===== src/rtl/if_fetch_stage.sv =====
// Instruction-fetch stage: PC register, instruction-memory request handshake
// and the IF/ID pipeline register. Handles variable-latency memory, hazard
// stalls (with a skid buffer for data that arrives while held) and branch /
// jump redirects, including redirects that land while a request is in flight.
module if_fetch_stage #(
  parameter logic [31:0] RESET_PC = 32'h0000_0000
) (
  input  logic        clk_i,
  input  logic        rst_i,
  input  logic        start_i,
  input  logic        WritePC_i,
  input  logic        WriteIFID_i,
  input  logic        Flush_i,
  input  logic [31:0] Target_i,
  output logic        imem_req_o,
  output logic [31:0] imem_addr_o,
  input  logic        imem_ack_i,
  input  logic [31:0] imem_data_i,
  output logic [31:0] pc_o,
  output logic        busy_o,
  output logic [31:0] IFID_pc_o,
  output logic [31:0] IFID_inst_o,
  output logic        IFID_valid_o
);

  // IDLE: not started; FETCH: request out; HOLD: acked data parked in the
  // skid buffer during a stall; DRAIN: redirect seen mid-request, waiting
  // for the stale ack before switching to the pending target.
  typedef enum logic [1:0] {
    IDLE  = 2'd0,
    FETCH = 2'd1,
    HOLD  = 2'd2,
    DRAIN = 2'd3
  } fetchState_e;

  fetchState_e state_q, state_d;
  logic [31:0] pc_q, pc_d;
  logic [31:0] pending_q, pending_d;
  logic [31:0] skid_q, skid_d;
  logic [31:0] ifidPc_q, ifidPc_d;
  logic [31:0] ifidInst_q, ifidInst_d;
  logic        ifidValid_q, ifidValid_d;

  logic        stall;
  logic [31:0] pcPlus4;

  assign stall   = !WritePC_i || !WriteIFID_i;
  assign pcPlus4 = pc_q + 32'd4;

  // Request and address are pure functions of state/PC so they stay stable until ack.
  always_comb begin
    imem_req_o  = (state_q == FETCH) || (state_q == DRAIN);
    imem_addr_o = pc_q;
    busy_o      = imem_req_o && !imem_ack_i;
  end

  assign pc_o         = pc_q;
  assign IFID_pc_o    = ifidPc_q;
  assign IFID_inst_o  = ifidInst_q;
  assign IFID_valid_o = ifidValid_q;

  // Next-state logic: flush beats stall everywhere except IDLE, where both are ignored.
  always_comb begin
    state_d     = state_q;
    pc_d        = pc_q;
    pending_d   = pending_q;
    skid_d      = skid_q;
    ifidPc_d    = ifidPc_q;
    ifidInst_d  = ifidInst_q;
    ifidValid_d = ifidValid_q;

    unique case (state_q)
      IDLE: begin
        if (start_i) begin
          state_d = FETCH;
        end
      end

      FETCH: begin
        if (imem_ack_i) begin
          if (Flush_i) begin
            pc_d        = Target_i;
            ifidValid_d = 1'b0;
          end else if (!stall) begin
            ifidPc_d    = pcPlus4;
            ifidInst_d  = imem_data_i;
            ifidValid_d = 1'b1;
            pc_d        = pcPlus4;
          end else begin
            skid_d  = imem_data_i;
            state_d = HOLD;
          end
        end else begin
          if (Flush_i) begin
            pending_d   = Target_i;
            ifidValid_d = 1'b0;
            state_d     = DRAIN;
          end else if (!stall) begin
            ifidValid_d = 1'b0;
          end
        end
      end

      HOLD: begin
        if (Flush_i) begin
          pc_d        = Target_i;
          ifidValid_d = 1'b0;
          state_d     = FETCH;
        end else if (!stall) begin
          ifidPc_d    = pcPlus4;
          ifidInst_d  = skid_q;
          ifidValid_d = 1'b1;
          pc_d        = pcPlus4;
          state_d     = FETCH;
        end
      end

      DRAIN: begin
        ifidValid_d = 1'b0;
        if (imem_ack_i) begin
          pc_d    = Flush_i ? Target_i : pending_q;
          state_d = FETCH;
        end else if (Flush_i) begin
          pending_d = Target_i;
        end
      end

      default: begin
        state_d = IDLE;
      end
    endcase
  end

  // State, PC and IF/ID registers; reset abandons any outstanding request.
  always_ff @(posedge clk_i or posedge rst_i) begin
    if (rst_i) begin
      state_q     <= IDLE;
      pc_q        <= RESET_PC;
      pending_q   <= 32'd0;
      skid_q      <= 32'd0;
      ifidPc_q    <= 32'd0;
      ifidInst_q  <= 32'd0;
      ifidValid_q <= 1'b0;
    end else begin
      state_q     <= state_d;
      pc_q        <= pc_d;
      pending_q   <= pending_d;
      skid_q      <= skid_d;
      ifidPc_q    <= ifidPc_d;
      ifidInst_q  <= ifidInst_d;
      ifidValid_q <= ifidValid_d;
    end
  end

endmodule


===== config.mk =====
export PLATFORM = sky130hd
export DESIGN_NAME = if_fetch_stage
export DESIGN_NICKNAME = d
export VERILOG_FILES = /design/src/rtl/if_fetch_stage.sv
export SDC_FILE = /design/constraint.sdc
export NUM_CORES = 1
export LEC_CHECK = 0
export ABC_AREA = 1
export BUFFER_PORTS_ARGS = -buffer_cell sky130_fd_sc_hd__buf_4
export CORE_ASPECT_RATIO = 0.6
export CORE_MARGIN = 5
export CORE_UTILIZATION = 51
export DETAILED_ROUTE_END_ITERATION = 6
export PLACE_DENSITY_LB_ADDON = 0.25
export SLEW_MARGIN = 15
export SYNTH_ARGS = -nofsm -noshare
export SYNTH_HDL_FRONTEND = slang
export SYNTH_SLANG_ARGS = --single-unit

===== constraint.sdc =====
create_clock -name clk_i -period 7.8 [get_ports clk_i]
set_clock_uncertainty 0.2 [all_clocks]
set_input_delay 0.78 -clock clk_i [delete_from_list [all_inputs] [get_ports clk_i]]
set_output_delay 0.78 -clock clk_i [all_outputs]
set_load 0.03 [all_outputs]

==> results.sh, run 1 <==
export IMPL_pwr_share_seq_pct=31.9
export IMPL_die_area_um2=19300
export IMPL_finalCritPeriodShare_pct=44.2
export IMPL_clock_root_buffer="clkbuf_16"
export IMPL_r2r_cells=9
export IMPL_synth_top_family_by_area="simple AND/OR/NAND/NOR gates"
export IMPL_p_total_w=0.00500
export IMPL_synth_cell_area_um2=8440
export IMPL_layout_drive_gt1_share_pct=21.5
export IMPL_groute_usage_overall_pct=24.1
export IMPL_cts_buffer_depth=2
export IMPL_r2r_end="IFID_inst_o[20]"
export IMPL_power_density_nw_per_um2=486
export IMPL_die_w_um=176
export IMPL_synthAdderAreaFrac_pct=0.742
export IMPL_cp_max_fo=66
export IMPL_first_iter_violations=699
export IMPL_hold_path_class="reg2reg"
export IMPL_synth_xor_area_share_pct=1.65
export IMPL_die_y_um=110
export IMPL_drv_cap=0
export IMPL_grt_max_degree=89
export IMPL_switching_power_w=0.00243
export IMPL_critPathCapture="busy_o"
export IMPL_path_class="reg2out"
export IMPL_max_slew_margin_pct=32.2
export IMPL_routabilityCongestion=0.931
export IMPL_nNetsFinal=1296
export IMPL_rsz0062_at_grt="no"
export IMPL_avgSynthCellArea_um2=7.80
export IMPL_synth_compound_area_share_pct=15.8
export IMPL_comb_power_share_pct=52.2
export IMPL_critical_path_startpoint="state_q[1]"
export IMPL_drcViolationCount=0
export IMPL_post_cts_setup_buffers=0
export IMPL_leakage_nw=5.22
export IMPL_clkLatencyLatePin_ns=0.41
export IMPL_r2r_start="state_q[1]"
export IMPL_initial_core_util_pct=52.0
export IMPL_grt_pass1_vias=6985
export IMPL_critPathRequiredTime_ns=6.82
export IMPL_cp_start_kind="register"
export IMPL_htree_levels=4
export IMPL_detail_route_antenna_nets=0
export IMPL_numPortBuffers=201
export IMPL_synth_seq_area_share_pct=48.4
export IMPL_setup_viol=0
export IMPL_min_period_ns=3.45
export IMPL_clkSinkCount=163
export IMPL_numCtsBuffers=17
export IMPL_synthSimpleGateAreaFrac_pct=22.4
export IMPL_ctsResizeCount=0
export IMPL_grt_pass1_wl_mm=36.7
export IMPL_path_clk_slew_ns=0.06
export IMPL_hold_violations=0
export IMPL_yosys_register_bits=163
export IMPL_rows=36
export IMPL_swShare_pct=48.5
export IMPL_area_growth_pct=21.9
export IMPL_cts_tree="built"
export IMPL_p_int_w=0.00258
export IMPL_status="completed"
export IMPL_cp_end_kind="output pin"
export IMPL_post_synth_num_cell_types=36
export IMPL_fmax_ghz=0.290
export IMPL_drv_slew=0
export IMPL_routed_wl_mm=22.9
export IMPL_syn_inst=1082
export IMPL_num_antenna_cells=0
export IMPL_finalSetupTns_ns=0
export IMPL_vdd_drop_max_uv=260
export IMPL_pwr_share_clk_pct=15.9
export IMPL_wire_per_inst_um=15.9
export IMPL_overflow=0
export IMPL_synth_nets=1158
export IMPL_num_vias=7508
export IMPL_place_hpwl_mm=16.6
export IMPL_reg2reg_slack_ns=4.75
export IMPL_io_pins=202
export IMPL_yosysWarningCount=0
export IMPL_synth_mux_area_fraction_pct=0
export IMPL_cts_hold_buffers=0
export IMPL_worst_pin_slew_ns=1.01
export IMPL_core_area_um2=16200
export IMPL_vias_per_cell=5.21
export IMPL_antenna_found_initial=1
export IMPL_synth_ff_type="dfrtp_1"
export IMPL_synth_edf_count=0
export IMPL_critPathArrivalTime_ns=2.47
export IMPL_drt_first_pass_iters=5
export IMPL_synthArstFlopShare_pct=100
-- worst max-delay path: stages (launching register included) --
cell,delay [ns]
dfrtp_1,0.40
ha_1,0.47
nand2_2,0.13
nand2_2,0.75
buf_4,0.30
-- state kept, by name (all words and copies together) (netlist names) --
| name | flops |
|---|---|
| IFID_inst_o | 32 |
| pending_q | 32 |
| skid_q | 32 |
| imem_addr_o | 32 |
| state_q | 2 |
| IFID_pc_o | 32 |
| IFID_valid_o | 1 |
-- cells in the final DEF (no fill, tap or decap), drive strengths merged --
cell type / count
nand2: 281
buf: 206
dfrtp: 163
nor2: 150
inv: 115
o21ai: 95
a21oi: 77
nand3: 23
clkbuf: 19
a31oi: 18
a21boi: 18
xor2: 13
o31ai: 12
a211oi: 7
or2: 7
clkinvlp: 5
ha: 5
o221ai: 3
a22oi: 3
and2: 2
xnor2: 2
o211ai: 2
a2bb2oi: 2
nand4: 1
and3: 1
nor3: 1
clkinv: 1
-- synth_stat cells, types with 5 or more instances --
| cell | count | area (um^2) |
|---|---|---|
| a21boi_1 | 17 | 128 |
| nand2_1 | 275 | 1030 |
| nor2_1 | 140 | 526 |
| ha_1 | 5 | 62.6 |
| o21ai_0 | 95 | 475 |
| a211oi_1 | 7 | 52.6 |
| buf_4 | 36 | 270 |
| inv_1 | 106 | 398 |
| nand3_1 | 23 | 115 |
| dfrtp_1 | 163 | 4080 |
| nor2_4 | 6 | 67.6 |
| buf_2 | 28 | 140 |
| xor2_1 | 12 | 105 |
| o31ai_1 | 12 | 90.1 |
| clkbuf_1 | 18 | 67.6 |
| a21oi_1 | 77 | 385 |
| a31oi_1 | 18 | 113 |
-- layer usage --
layer / GRT usage (%) / vias to the layer above / share of wire (%)
met5: 0 / - / 0.031
met4: 5.51 / 2 / 1.3
li1: - / 3706 / -
met3: 9.18 / 25 / 12
met1: 36.7 / 3444 / 48
met2: 32.1 / 331 / 40
-- cell families (layout without fill, tap and decap cells) --
logic type      after synthesis  count (layout)
compound gates              237             237
xor+xnor                     15              15
fa+ha+maj                     5               5
buf+inv                     196             346
flops                       163             163
simple gates                466             466
-- power by group through the flow --
| stage | Sequential [W] | Clock [W] | Combinational (W) |
|---|---|---|---|
| after floorplan | 0.00199 | 0 | 0.00145 |
| after global placement | 0.00159 | 0 | 0.00255 |
| after detailed placement | 0.00160 | 0 | 0.00261 |
| after CTS | 0.00159 | 0.000801 | 0.00262 |
| after global routing | 0.00165 | 0.000840 | 0.00287 |
| final | 0.00160 | 0.000794 | 0.00261 |
-- cell type report --
class                      count  area [um^2]
fill                        1461         5930
sequential                   163         4080
multi-input combinational    723         3430
timing repair buffer         206         1550
clock buffer                  19          453
inverter                     109          414
tap                          209          262
clock inverter                12         98.8
-- how the worst min path moves through the flow --
stage	startpoint	endpoint	slack, ns	cells past startpoint
2_1_floorplan	skid_q[0]	skid_q[0]	0.25	2
3_3_place_gp	IFID_pc_o[5]	IFID_pc_o[5]	0.26	2
3_5_place_dp	IFID_pc_o[5]	IFID_pc_o[5]	0.27	2
4_1_cts	IFID_pc_o[5]	IFID_pc_o[5]	0.28	2
5_1_grt	IFID_pc_o[3]	IFID_pc_o[3]	0.31	2
6_report	IFID_pc_o[5]	IFID_pc_o[5]	0.28	2
-- metrics by stage --
step                instances  hold WS, ns  setup WS (ns)  area [um^2]  utilization (%)
detailed placement       1410        0.266           4.34         9730             60.0
global placement         1410        0.264           4.39         9730             60.0
finish                   1441        0.282           4.35        10300             63.4
CTS                      1441        0.282           4.35        10300             63.4
global route             1441        0.308           4.18        10300             63.4
floorplan                1082        0.253           2.42         8440                -
(Power assumes the default switching activity.)
==> run 2: changes to the inputs <==
clock period = 3.6 ns   (was 7.8 ns; I/O delays follow)
==> results.sh, run 2 (synthesis gave the netlist of run 1 again) <==
export IMPL_max_slew_margin_pct=46.2
export IMPL_reg2reg_slack_ns=1.04
export IMPL_worst_pin_slew_ns=0.806
export IMPL_grt_pass1_wl_mm=38.2
export IMPL_final_cell_count_no_fill=1449
export IMPL_overflow=0
export IMPL_mostFrequentLayoutCell="nand2_1"
export IMPL_drcViolationCount=0
export IMPL_numPortBuffers=201
export IMPL_routed_wl_mm=24.3
export IMPL_dp_slack_ns=1.05
export IMPL_place_area_um2=9790
export IMPL_busiest_layer="met1"
export IMPL_layout_drive_gt1_share_pct=21.9
export IMPL_leakage_nw=5.28
export IMPL_wire_per_inst_um=16.8
export IMPL_hold_path_class="in2reg"
export IMPL_core_area_um2=16200
export IMPL_finalCritPeriodShare_pct=76.6
export IMPL_path_clk_slew_ns=0.07
export IMPL_final_cell_mix="nand2_1, buf_4, dfrtp_1, nor2_1, inv_1"
export IMPL_num_vias=7589
export IMPL_setup_slack_ns=0.842
export IMPL_grt_use_met3_pct=9.86
export IMPL_ctsResizeCount=0
export IMPL_fmax_ghz=0.363
export IMPL_critPathArrivalTime_ns=2.20
export IMPL_finalSetupTns_ns=0
export IMPL_place_hpwl_mm=17.9
export IMPL_rows=36
export IMPL_num_antenna_cells=0
export IMPL_power_density_nw_per_um2=1060
export IMPL_grt_pass1_vias=6930
export IMPL_grt_max_degree=72
export IMPL_critPathRequiredTime_ns=3.04
export IMPL_hold_violations=0
export IMPL_clkLatencyLatePin_ns=0.42
export IMPL_die_w_um=176
export IMPL_clock_root_buffer="clkbuf_16"
export IMPL_cp_end_kind="output pin"
export IMPL_die_y_um=110
export IMPL_io_pins=202
export IMPL_cp_max_fo=21
export IMPL_min_period_ns=2.76
export IMPL_post_cts_setup_buffers=0
export IMPL_drv_slew=0
export IMPL_path_class="reg2out"
export IMPL_antenna_found_initial=0
export IMPL_area_growth_pct=23.0
export IMPL_setup_viol=0
export IMPL_fin_area_um2=10400
export IMPL_grt_use_met2_pct=32.1
export IMPL_r2r_end="imem_addr_o[12]"
export IMPL_gr_usage_met1_pct=40.3
export IMPL_r2r_start="state_q[1]"
export IMPL_die_area_um2=19300
export IMPL_routabilityCongestion=0.973
export IMPL_r2r_cells=7
export IMPL_groute_usage_overall_pct=25.3
export IMPL_drv_cap=0
export IMPL_vdd_drop_max_uv=504
export IMPL_nNetsFinal=1303
export IMPL_clkSinkCount=163
export IMPL_cp_start_kind="register"
export IMPL_htree_levels=4
export IMPL_hold_start="imem_data_i[18]"
export IMPL_cts_hold_buffers=1
export IMPL_vias_per_cell=5.24
export IMPL_initial_core_util_pct=52.0
export IMPL_rsz0062_at_grt="no"
export IMPL_post_place_cells=1416
export IMPL_hold_path_endpoint="skid_q[18]"
export IMPL_numCtsBuffers=17
export IMPL_hold_path_depth=3
export IMPL_first_iter_violations=791
export IMPL_detail_route_antenna_nets=0
export IMPL_cts_tree="built"
export IMPL_drt_first_pass_iters=6
export IMPL_status="completed"
export IMPL_cts_buffer_depth=2
## run 2: changes by cell type in the layout (fill, tap and decap cells not counted), moves of 2 or more
cell,previous run,this run
inv_6,7,4
inv_8,0,3
clkinv_4,1,3
clkinvlp_4,5,3
buf_4,206,211
## run 2: power by group
group          switching, W  leakage (nW)  internal (W)
sequential         0.000720          1.93       0.00273
combinational       0.00382          3.06       0.00194
clock              0.000820         0.281      0.000999
## run 2: critical path, cell delays in order, from the launching register on
cell and delay [ns]:
dfrtp_1 0.42, ha_1 0.38, inv_1 0.67, nand2_1 0.10, buf_4 0.21
## run 2: cell type report
type,count,area [um^2]
timing repair buffer,213,1610
inverter,109,413
clock inverter,13,140
multi-input combinational,723,3430
tap,209,262
sequential,163,4080
fill,1436,5840
clock buffer,19,443
## run 2: per-stage QoR
stage | total power [W] | util, % | hold WS (ns)
4_1_cts | 0.0110 | 64.0 | 0.00948
5_1_grt | 0.0118 | 64.0 | 0.00659
3_5_place_dp | 0.00920 | 60.3 | 0.267
6_report | 0.0110 | 64.0 | 0.0148
2_1_floorplan | 0.00746 | - | 0.253
3_3_place_gp | 0.00905 | 60.3 | 0.261
## run 2: routing by layer
layer	vias up	wire length, um
met2	365	9470
met5	-	0
met4	0	142
met1	3497	11700
met3	14	3030
li1	3713	-
## run 2: worst max path at each step
stage,end,start,slack (ns),depth (start not counted)
finish,imem_req_o,state_q[0],0.84,4
global route,imem_req_o,state_q[0],0.70,4
CTS,imem_req_o,state_q[0],0.85,4
detailed placement,imem_addr_o[11],Flush_i,1.05,7
global placement,imem_addr_o[12],Flush_i,1.10,7
floorplan,IFID_inst_o[0],rst_i,0.97,1
==> run 3: changes to the inputs <==
CORE_UTILIZATION = 49   (was 51)
clock period = 2.24 ns   (was 3.6 ns; I/O delays follow)
==> results.sh, run 3 (synthesis gave the netlist of run 1 again) <==
export IMPL_hold_path_class="in2reg"
export IMPL_rows=37
export IMPL_place_hpwl_mm=17.2
export IMPL_numCtsBuffers=17
export IMPL_ctsResizeCount=0
export IMPL_numPortBuffers=201
export IMPL_cts_tree="built"
export IMPL_hold_violations=0
export IMPL_cp_max_fo=29
export IMPL_io_pins=202
export IMPL_routabilityCongestion=0.893
export IMPL_initial_core_util_pct=49.5
export IMPL_reg2reg_slack_ns=0.15
export IMPL_rsz0062_at_grt="no"
export IMPL_path_class="reg2reg"
export IMPL_wire_per_inst_um=15.6
export IMPL_overflow=0
export IMPL_grt_max_degree=69
export IMPL_critPathRequiredTime_ns=2.34
export IMPL_num_antenna_cells=0
export IMPL_die_area_um2=20000
export IMPL_groute_usage_overall_pct=24.6
export IMPL_max_slew_margin_pct=67.1
export IMPL_drv_cap=0
export IMPL_antenna_found_initial=0
export IMPL_cts_hold_buffers=58
export IMPL_cp_cell_sequence="ha_1 -> nor2_2 -> buf_4 -> inv_1 -> a21oi_1 -> a21oi_1"
export IMPL_post_cts_setup_buffers=0
export IMPL_vias_per_cell=5.03
export IMPL_place_area_um2=10000
export IMPL_multi_input_area_um2=3430
export IMPL_final_cell_mix="nand2_1, buf_4, dfrtp_1, nor2_1, inv_1"
export IMPL_num_vias=7788
export IMPL_drt_first_pass_iters=5
export IMPL_routed_wl_mm=24.2
export IMPL_leakage_nw=5.64
export IMPL_die_w_um=179
export IMPL_fillerInstances=1465
export IMPL_fin_area_um2=11200
export IMPL_clock_root_buffer="clkbuf_16"
export IMPL_vdd_drop_max_uv=844
export IMPL_die_y_um=112
export IMPL_htree_levels=4
export IMPL_grt_pass1_wl_mm=39.1
export IMPL_cp_start_kind="register"
export IMPL_clkLatencyLatePin_ns=0.42
export IMPL_area_growth_pct=32.9
export IMPL_grt_pass1_vias=7463
export IMPL_layout_drive_gt1_share_pct=21.9
export IMPL_finalCritPeriodShare_pct=93.5
export IMPL_seqCellArea_um2=4080
export IMPL_cts_buffer_depth=2
export IMPL_power_density_nw_per_um2=1600
export IMPL_core_area_um2=17000
export IMPL_cp_slowest_stage_delay_ns=0.41
export IMPL_fmax_ghz=0.478
export IMPL_detail_route_antenna_nets=0
export IMPL_status="completed"
export IMPL_first_iter_violations=738
export IMPL_critPathArrivalTime_ns=2.20
export IMPL_clkSinkCount=163
export IMPL_drv_slew=0
export IMPL_dp_slack_ns=0.146
export IMPL_nNetsFinal=1378
export IMPL_min_period_ns=2.09
export IMPL_mostFrequentLayoutCell="nand2_1"
export IMPL_path_clk_slew_ns=0.07
export IMPL_p_total_w=0.0180
export IMPL_setup_viol=0
export IMPL_cp_end_kind="register"
export IMPL_setup_slack_ns=0.146
export IMPL_cpMostUsedCell="a21oi_1"
export IMPL_drcViolationCount=0
export IMPL_critPathSlowestCell="dfrtp_1"
export IMPL_worst_pin_slew_ns=0.488
-- run 3: cell types whose count changed in the layout (fill, tap and decap cells not counted), sizes merged --
cell	change
dlygate4sd3	+57
clkinvlp	+1
buf	+18
bufinv	+1
clkinv	+2
clkbuf	+2
inv	-6
-- run 3: layer usage --
layer  vias up  GRT usage [%]  routed length (um)
met1      3634           36.7               11600
met4         0           5.27                 237
met3        18           8.11                2360
li1       3854              -                   -
met2       282           34.9                9940
met5         -              0                   0
-- run 3: worst max-delay path: cells and delay by family (launching register included) --
kind            cells  cell delay, ns
compound gates      2            0.38
fa+ha+maj           1            0.29
buf+inv             2            0.57
flops               1            0.41
simple gates        1            0.13
-- run 3: worst paths after layout --
path / from / endpoint / cells past startpoint
setup / recovery: state_q[0] / imem_addr_o[30] / 6
hold / removal: Target_i[23] / pending_q[23] / 5
setup reg to reg: state_q[0] / imem_addr_o[30] / 6
hold reg to reg: IFID_pc_o[14] / IFID_pc_o[14] / 2
max in group asynchronous: rst_i / pending_q[29] / 4
min in group asynchronous: rst_i / IFID_pc_o[28] / 3
-- run 3: area by class of cell --
type | count | area share (%)
sequential | 163 | 36.4
timing repair buffer | 288 | 21.5
clock buffer | 21 | 4.11
inverter | 109 | 3.68
tap | 234 | 2.61
multi-input combinational | 723 | 30.6
clock inverter | 11 | 1.14
-- run 3: through the flow --
stage               hold WS [ns]  instances  utilization [%]  TNS [ns]
global route              0.0279       1549             65.8         0
finish                    0.0115       1549             65.8         0
detailed placement       -0.0518       1459             58.9         0
global placement         -0.0578       1459             58.9         0
floorplan                  0.191       1082                -    -41.53
CTS                      0.00514       1549             65.8         0
-- run 3: power breakdown --
group	switching [W]	internal [W]	total (W)
combinational	0.00609	0.00340	0.00949
sequential	0.00114	0.00440	0.00554
clock	0.00123	0.00171	0.00293
total	0.00845	0.00951	0.0180
